===== src/rtl/riscv_pkg.sv =====
`default_nettype none
// ============================================================================
//  Module   : riscv_pkg
//  Purpose  : Shared RV32 definitions for the fetch stage: datapath width,
//             the canonical NOP encoding and the fetch FSM state type.
//  Ports    : none (package)
//  Revision : 1.0  initial release
// ============================================================================
package riscv_pkg;

  localparam int unsigned XLEN = 32;

  // addi x0, x0, 0
  localparam logic [XLEN-1:0] NOP_INSTR = 32'h0000_0013;

  typedef enum logic [1:0] {
    BOOT = 2'd0,
    RUN  = 2'd1,
    HALT = 2'd2
  } fetch_state_t;

endpackage : riscv_pkg
`default_nettype wire


===== src/rtl/if_id_reg.sv =====
`default_nettype none
// ============================================================================
//  Module   : if_id_reg
//  Purpose  : IF/ID pipeline slot: valid flag, instruction word, its PC and
//             PC+4. Load captures a new fetch, flush invalidates the slot and
//             parks a NOP in it, otherwise the contents are held.
//  Ports    : clk, reset (async, active-low)
//             load_i, flush_i          slot controls (flush wins)
//             instr_i, pc_i            fetched word and its address
//             valid_o, instr_o, pc_o, pc_plus4_o   registered slot contents
//  Revision : 1.0  initial release
// ============================================================================
module if_id_reg #(
  parameter int unsigned            XLEN      = 32,
  parameter logic [XLEN-1:0]        NOP_INSTR = 32'h0000_0013
) (
  input  logic            clk,
  input  logic            reset,
  input  logic            load_i,
  input  logic            flush_i,
  input  logic [XLEN-1:0] instr_i,
  input  logic [XLEN-1:0] pc_i,
  output logic            valid_o,
  output logic [XLEN-1:0] instr_o,
  output logic [XLEN-1:0] pc_o,
  output logic [XLEN-1:0] pc_plus4_o
);

  localparam logic [XLEN-1:0] c_FOUR = XLEN'(4);

  logic            valid_q,    valid_d;
  logic [XLEN-1:0] instr_q,    instr_d;
  logic [XLEN-1:0] pc_q,       pc_d;
  logic [XLEN-1:0] pc_plus4_q, pc_plus4_d;

  always_comb begin
    valid_d    = valid_q;
    instr_d    = instr_q;
    pc_d       = pc_q;
    pc_plus4_d = pc_plus4_q;
    if (flush_i) begin
      // PC fields keep their last value; only valid/instr are meaningful.
      valid_d = 1'b0;
      instr_d = NOP_INSTR;
    end else if (load_i) begin
      valid_d    = 1'b1;
      instr_d    = instr_i;
      pc_d       = pc_i;
      pc_plus4_d = pc_i + c_FOUR;   // wraps modulo 2^XLEN
    end
  end

  always_ff @(posedge clk or negedge reset) begin
    if (!reset) begin
      valid_q    <= 1'b0;
      instr_q    <= NOP_INSTR;
      pc_q       <= '0;
      pc_plus4_q <= '0;
    end else begin
      valid_q    <= valid_d;
      instr_q    <= instr_d;
      pc_q       <= pc_d;
      pc_plus4_q <= pc_plus4_d;
    end
  end

  assign valid_o    = valid_q;
  assign instr_o    = instr_q;
  assign pc_o       = pc_q;
  assign pc_plus4_o = pc_plus4_q;

endmodule : if_id_reg
`default_nettype wire


===== src/rtl/instruction_fetch_stage.sv =====
`default_nettype none
// ============================================================================
//  Module   : instruction_fetch_stage
//  Purpose  : RV32 fetch stage. Owns the PC, presents it combinationally to
//             instruction memory, captures the returned word into the IF/ID
//             slot under a valid/ready handshake, and handles redirects and
//             fetch faults (misaligned or out-of-range PC).
//  Ports    : clk, reset (async, active-low)
//             imem_addr (out) / imem_rd (in)      instruction memory
//             redirect_valid, redirect_pc (in)     PC change from execute
//             id_ready (in), id_valid, id_instr, id_pc, id_pc_plus4 (out)
//             fetch_fault (out, sticky), fetch_count (out, delivered words)
//  Revision : 1.0  initial release
// ============================================================================
module instruction_fetch_stage #(
  parameter logic [riscv_pkg::XLEN-1:0] RESET_PC   = 32'h0000_0000,
  parameter int unsigned                IMEM_BYTES = 32,
  parameter logic [riscv_pkg::XLEN-1:0] NOP_INSTR  = riscv_pkg::NOP_INSTR
) (
  input  logic                       clk,
  input  logic                       reset,
  output logic [riscv_pkg::XLEN-1:0] imem_addr,
  input  logic [riscv_pkg::XLEN-1:0] imem_rd,
  input  logic                       redirect_valid,
  input  logic [riscv_pkg::XLEN-1:0] redirect_pc,
  input  logic                       id_ready,
  output logic                       id_valid,
  output logic [riscv_pkg::XLEN-1:0] id_instr,
  output logic [riscv_pkg::XLEN-1:0] id_pc,
  output logic [riscv_pkg::XLEN-1:0] id_pc_plus4,
  output logic                       fetch_fault,
  output logic [riscv_pkg::XLEN-1:0] fetch_count
);

  import riscv_pkg::*;

  // Highest byte address at which a full word still fits in memory.
  localparam logic [XLEN-1:0] c_LAST_PC = XLEN'(IMEM_BYTES - 4);
  localparam logic [XLEN-1:0] c_FOUR    = XLEN'(4);

  fetch_state_t    state_q, state_d;
  logic [XLEN-1:0] pc_q,    pc_d;
  logic            fault_q, fault_d;
  logic [XLEN-1:0] count_q;

  logic slot_load;
  logic slot_flush;
  logic adv;
  logic pc_bad;
  logic handshake;

  // Slot can take a new word when it is empty or being consumed this cycle.
  assign adv       = !id_valid || id_ready;
  assign handshake = id_valid && id_ready;
  assign pc_bad    = (pc_q[1:0] != 2'b00) || (pc_q > c_LAST_PC);

  always_comb begin
    state_d    = state_q;
    pc_d       = pc_q;
    fault_d    = fault_q;
    slot_load  = 1'b0;
    slot_flush = 1'b0;

    if (redirect_valid) begin
      // Redirect overrides everything, including a stalled slot; the target
      // is fetched (and fault-checked) on the following cycle.
      pc_d       = redirect_pc;
      slot_flush = 1'b1;
      state_d    = RUN;
    end else begin
      unique case (state_q)
        BOOT: state_d = RUN;
        RUN: begin
          if (adv) begin
            if (pc_bad) begin
              slot_flush = 1'b1;
              fault_d    = 1'b1;
              state_d    = HALT;
            end else begin
              slot_load = 1'b1;
              pc_d      = pc_q + c_FOUR;
            end
          end
        end
        HALT: state_d = HALT;
        default: state_d = BOOT;
      endcase
    end
  end

  always_ff @(posedge clk or negedge reset) begin
    if (!reset) begin
      state_q <= BOOT;
      pc_q    <= RESET_PC;
      fault_q <= 1'b0;
      count_q <= '0;
    end else begin
      state_q <= state_d;
      pc_q    <= pc_d;
      fault_q <= fault_d;
      // A handshake coinciding with a redirect still counts as delivered.
      if (handshake) begin
        count_q <= count_q + 1'b1;
      end
    end
  end

  if_id_reg #(
    .XLEN      (XLEN),
    .NOP_INSTR (NOP_INSTR)
  ) u_if_id_reg (
    .clk        (clk),
    .reset      (reset),
    .load_i     (slot_load),
    .flush_i    (slot_flush),
    .instr_i    (imem_rd),
    .pc_i       (pc_q),
    .valid_o    (id_valid),
    .instr_o    (id_instr),
    .pc_o       (id_pc),
    .pc_plus4_o (id_pc_plus4)
  );

  assign imem_addr   = pc_q;
  assign fetch_fault = fault_q;
  assign fetch_count = count_q;

endmodule : instruction_fetch_stage
`default_nettype wire


===== config.mk =====
export PLATFORM = sky130hd
export DESIGN_NAME = instruction_fetch_stage
export DESIGN_NICKNAME = d
export VERILOG_FILES = /design/src/rtl/riscv_pkg.sv /design/src/rtl/if_id_reg.sv /design/src/rtl/instruction_fetch_stage.sv
export SDC_FILE = /design/constraint.sdc
export NUM_CORES = 1
export LEC_CHECK = 0
export ABC_AREA = 1
export ABC_CLOCK_PERIOD_IN_PS = 2180
export BUFFER_PORTS_ARGS = -buffer_cell sky130_fd_sc_hd__buf_2
export CORE_UTILIZATION = 35
export CTS_CLUSTER_DIAMETER = 100
export DETAILED_ROUTE_END_ITERATION = 16
export GPL_TIMING_DRIVEN = 0
export MAX_ROUTING_LAYER = met4
export PLACE_DENSITY = 0.59
export SLEW_MARGIN = 20
export SYNTH_ARGS = -nofsm -noshare
export SYNTH_HDL_FRONTEND = slang
export SYNTH_SLANG_ARGS = --single-unit

===== constraint.sdc =====
create_clock -name clk -period 2.18 [get_ports clk]
set_input_delay 0.109 -clock clk [delete_from_list [all_inputs] [get_ports clk]]
set_output_delay 0.109 -clock clk [all_outputs]
set_load 0.05 [all_outputs]

==> metrics.md <==
| Metric | Value |
|---|---|
| Yosys top cell area share | 57.0% |
| Reg-to-reg setup timing slack | 0.27 ns |
| Met2 Usage GRT | 29.0% |
| Tightest Pin Transition | 0.470 ns |
| VDD IR max | 483 uV |
| Psw | 1.77 mW |
| Met3 usage | 3.45% |
| Yosys warnings | 0 |
| Met1 Resource Use GR | 25.5% |
| Post-Synthesis Cell Area | 6980 sq um |
| DR pass1 iterations | 4 |
| Synth Net Count | about 910 |
| Sequential share of power | 46.9% |
| Layout area overhead | 39.2% |
| Pwr dens | 691 nW/um^2 |
| Diode count | 0 |
| Maxcap violations | 0 |
| Total global-route track usage | 19.2% |
| Dpl hpwl | 13100 um |
| Clock latency on the worst-skew pair | roughly 0.42 ns |
| First-pass GRT wire length | 29600 um |
| CTS root buf | clkbuf_16 |
| Worst setup path startpoint | fetch_count[0] |
| Initial Utilization | about 36% |
| Post-synthesis register bit count | 162 |
| # port buffers | 229 |
| EDFF count, synth | 0 |
| GP Congestion | 0.829 |
| Nature of the critical path startpoint | register |
| Synth async-reset ratio | 100% |
| Worst-case clock buffer depth | 2 |
| Commonest cells after routing, fill and taps aside | nand2_1 (296), buf_2 (235), dfrtp_1 (159) |
| Worst Clk Skew | 0.0129 ns |
| Total power | between 6 and 7 mW |
| PostCTS Resize Cnt | 0 |
| Post-CTS Setup Inserts | 0 |
| Critical path data arrival time | around 2.2 ns |
| Die width | ~140 um |
| Net Sw Frac | 26.3% |
| Share of cells above drive strength 1 | 24.5% |
| Crit. End Element | register |
| Final nets | around 1.2k |
| RSZ-0062 raised after global routing | false |
| # rows | 51 |
| CP required | 2.48 ns |
| Average cell area after synthesis | 8.34 sq um |
| DR vias/cell | around 4.3 |
| DR iter-0 viols | 222 |
| Core area | about 20000 sq um |
| DRC errors left | 0 |
| R2R cell count | 8 |
| Cells along the critical path | ha_1 -> nand3_1 -> nor2_1 -> nand3_2 -> nor2_1 -> nand3_1 -> nand2_1 -> nand2_1 |
| Hold slack final | about 0.11 ns |
| TritonCTS clock tree | done |
| Static leakage | 5.69 nW |
| Routed Antenna Nets | 0 |
| Internal power | 4.95 mW |
| Crit Path Max Fanout | 6 |
| Die footprint | 20500 sq um |
| Max stage delay on crit path | between 0.4 and 0.5 ns |
| Count of final setup violators | 0 |
| Vias in the first global route | 5922 |
| Synth area leaders | dfrtp_1 (57%), nand2_1 (16%), inv_1 (7.4%), nor2_1 (3.9%), nand3_1 (3.2%) |
| Via count | between 6k and 7k |
| Slowest CP cell | dfrtp_1 |
| Top-Level Pins | 230 |
| Cts bufs inserted | 17 |
| Run status | finished, final reports clean |
| Final hold vios | 0 |
| Highest clock rate | around 520 MHz |
| Min Clock Period, post-route | between 1.5 and 2 ns |
| Gr busiest metal | met2 |
| Mapped Cells | approximately 840 |
| Top_reg_cell synth | dfrtp_1 |
| Slew Limit Fails | 0 |
| Total wire length | 18200 um |
| H-Tree Level Count | 4 |
| Cell variety after synth | 27 |
| Initial antenna violation count | 0 |
| Slew HR | 68.7% |
| RR Endpoint | fetch_count[30] |
| Worst hold-check path type | primary input to register |
| Pin count of the biggest net entering global routing | 65 |
| Power share of the clock group | about two fifths |
| Commonest non-fill, non-tap cell in the layout | nand2_1 |
| Grt ovf | 0 |
| Setup crit end | fetch_count[30] |
| Period utilisation layout | 87.7% |
| Gate power share | 11.3% |
| Clock sink total | approximately 160 |
| Cell taking the most area after synthesis | dfrtp_1 |
| Chip height | 143 um |
| Routed wire length per instance | 12.7 um |
| CTS clk-pin slew, worst paths | 0.06 ns |
| Worst reg2reg path startpoint | fetch_count[0] |
| Crit path kind | register to register |
| Seq/Total Area, Yosys | 58.1% |
worst max-delay path, delay by kind of cell (launching register included):
| kind | cells | cell delay, ns |
|---|---|---|
| and+or+nand+nor | 7 | 1.18 |
| adders and majority gates | 1 | 0.20 |
| DFF | 1 | 0.43 |
sequential cells by signal, indices dropped and copies added, names as in the netlist:
| name | count |
|---|---|
| u_if_id_reg.pc_plus4_o | 32 |
| fetch_fault | 1 |
| u_if_id_reg.pc_o | 30 |
| fetch_count | 32 |
| u_if_id_reg.valid_o | 1 |
| u_if_id_reg.instr_o | 32 |
| imem_addr | 32 |
| state_q | 2 |
power by group through the flow:
stage | sequential [mW] | combinational [mW] | clock (mW)
2_1_floorplan | 3.42 | 0.181 | 0
3_3_place_gp | 3.20 | 0.652 | 0
3_5_place_dp | 3.20 | 0.669 | 0
4_1_cts | 3.15 | 0.762 | 2.91
5_1_grt | 3.16 | 0.831 | 3.04
6_report | 3.15 | 0.757 | 2.81
cell usage after synthesis (5+ instances only):
library cell	count
xor2_1	10
buf_6	5
nand3_1	45
nand2_1	296
buf_2	7
clkbuf_1	11
xnor2_1	9
dfrtp_1	159
o21ai_0	44
nor2_1	73
nand4_1	10
inv_1	138
kinds of logic after synthesis:
group | after synthesis | share of synthesized area (%)
compound gates | 47 | 3.44
xor+xnor | 19 | 2.38
fa+ha+maj | 4 | 0.717
buf+inv | 166 | 9.70
flops | 162 | 58.1
simple gates | 439 | 25.6
cell type report:
| cell class | instances | area (sq um) |
|---|---|---|
| Multi-Input combinational cell | 509 | 2250 |
| Clock inverter | 9 | 85.1 |
| Clock buffer | 21 | 460 |
| Sequential cell | 162 | 4060 |
| Timing Repair Buffer | 296 | 1860 |
| Fill cell | 1901 | 9810 |
| Inverter | 138 | 518 |
| Tap cell | 265 | 332 |
| Buffer | 28 | 159 |
through the flow:
step / setup slack [ns] / setup TNS, ns / instance area [sq um] / cells / utilization [%]
floorplan: 0.217 / 0 / 6980 / 837 / -
global placement: -1.66 / -263.14 / 8460 / 1331 / 43.3
detailed placement: 0.255 / 0 / 8520 / 1333 / 43.7
CTS: 0.242 / 0 / 9720 / 1428 / 49.8
global route: 0.0419 / 0 / 9720 / 1428 / 49.8
finish: 0.268 / 0 / 9720 / 1428 / 49.8
timing repair:
item                       in CTS  in global routing
hold endpoints to repair      159                  0
setup endpoints to repair       0                  0
hold buffers                   65                  0
worst min-delay path by stage:
stage | startpoint | end | slack (ns) | depth (start not counted)
floorplan | reset | fetch_count[0] | -0.19 | 0
global placement | redirect_pc[15] | imem_addr[15] | 0.31 | 3
detailed placement | reset | fetch_count[20] | 0.03 | 1
CTS | redirect_valid | state_q[0] | 0.1 | 4
global route | redirect_valid | state_q[0] | 0.14 | 4
finish | redirect_valid | state_q[0] | 0.11 | 4
per-layer routing:
layer	vias to the layer above	share of wire, %	routed length [um]
met3	25	4.2	765
li1	3151	-	-
met1	2768	48	8660
met2	169	46	8390
met4	0	2.1	378
met5	-	0	0
Power figures use the tool's default switching activity.
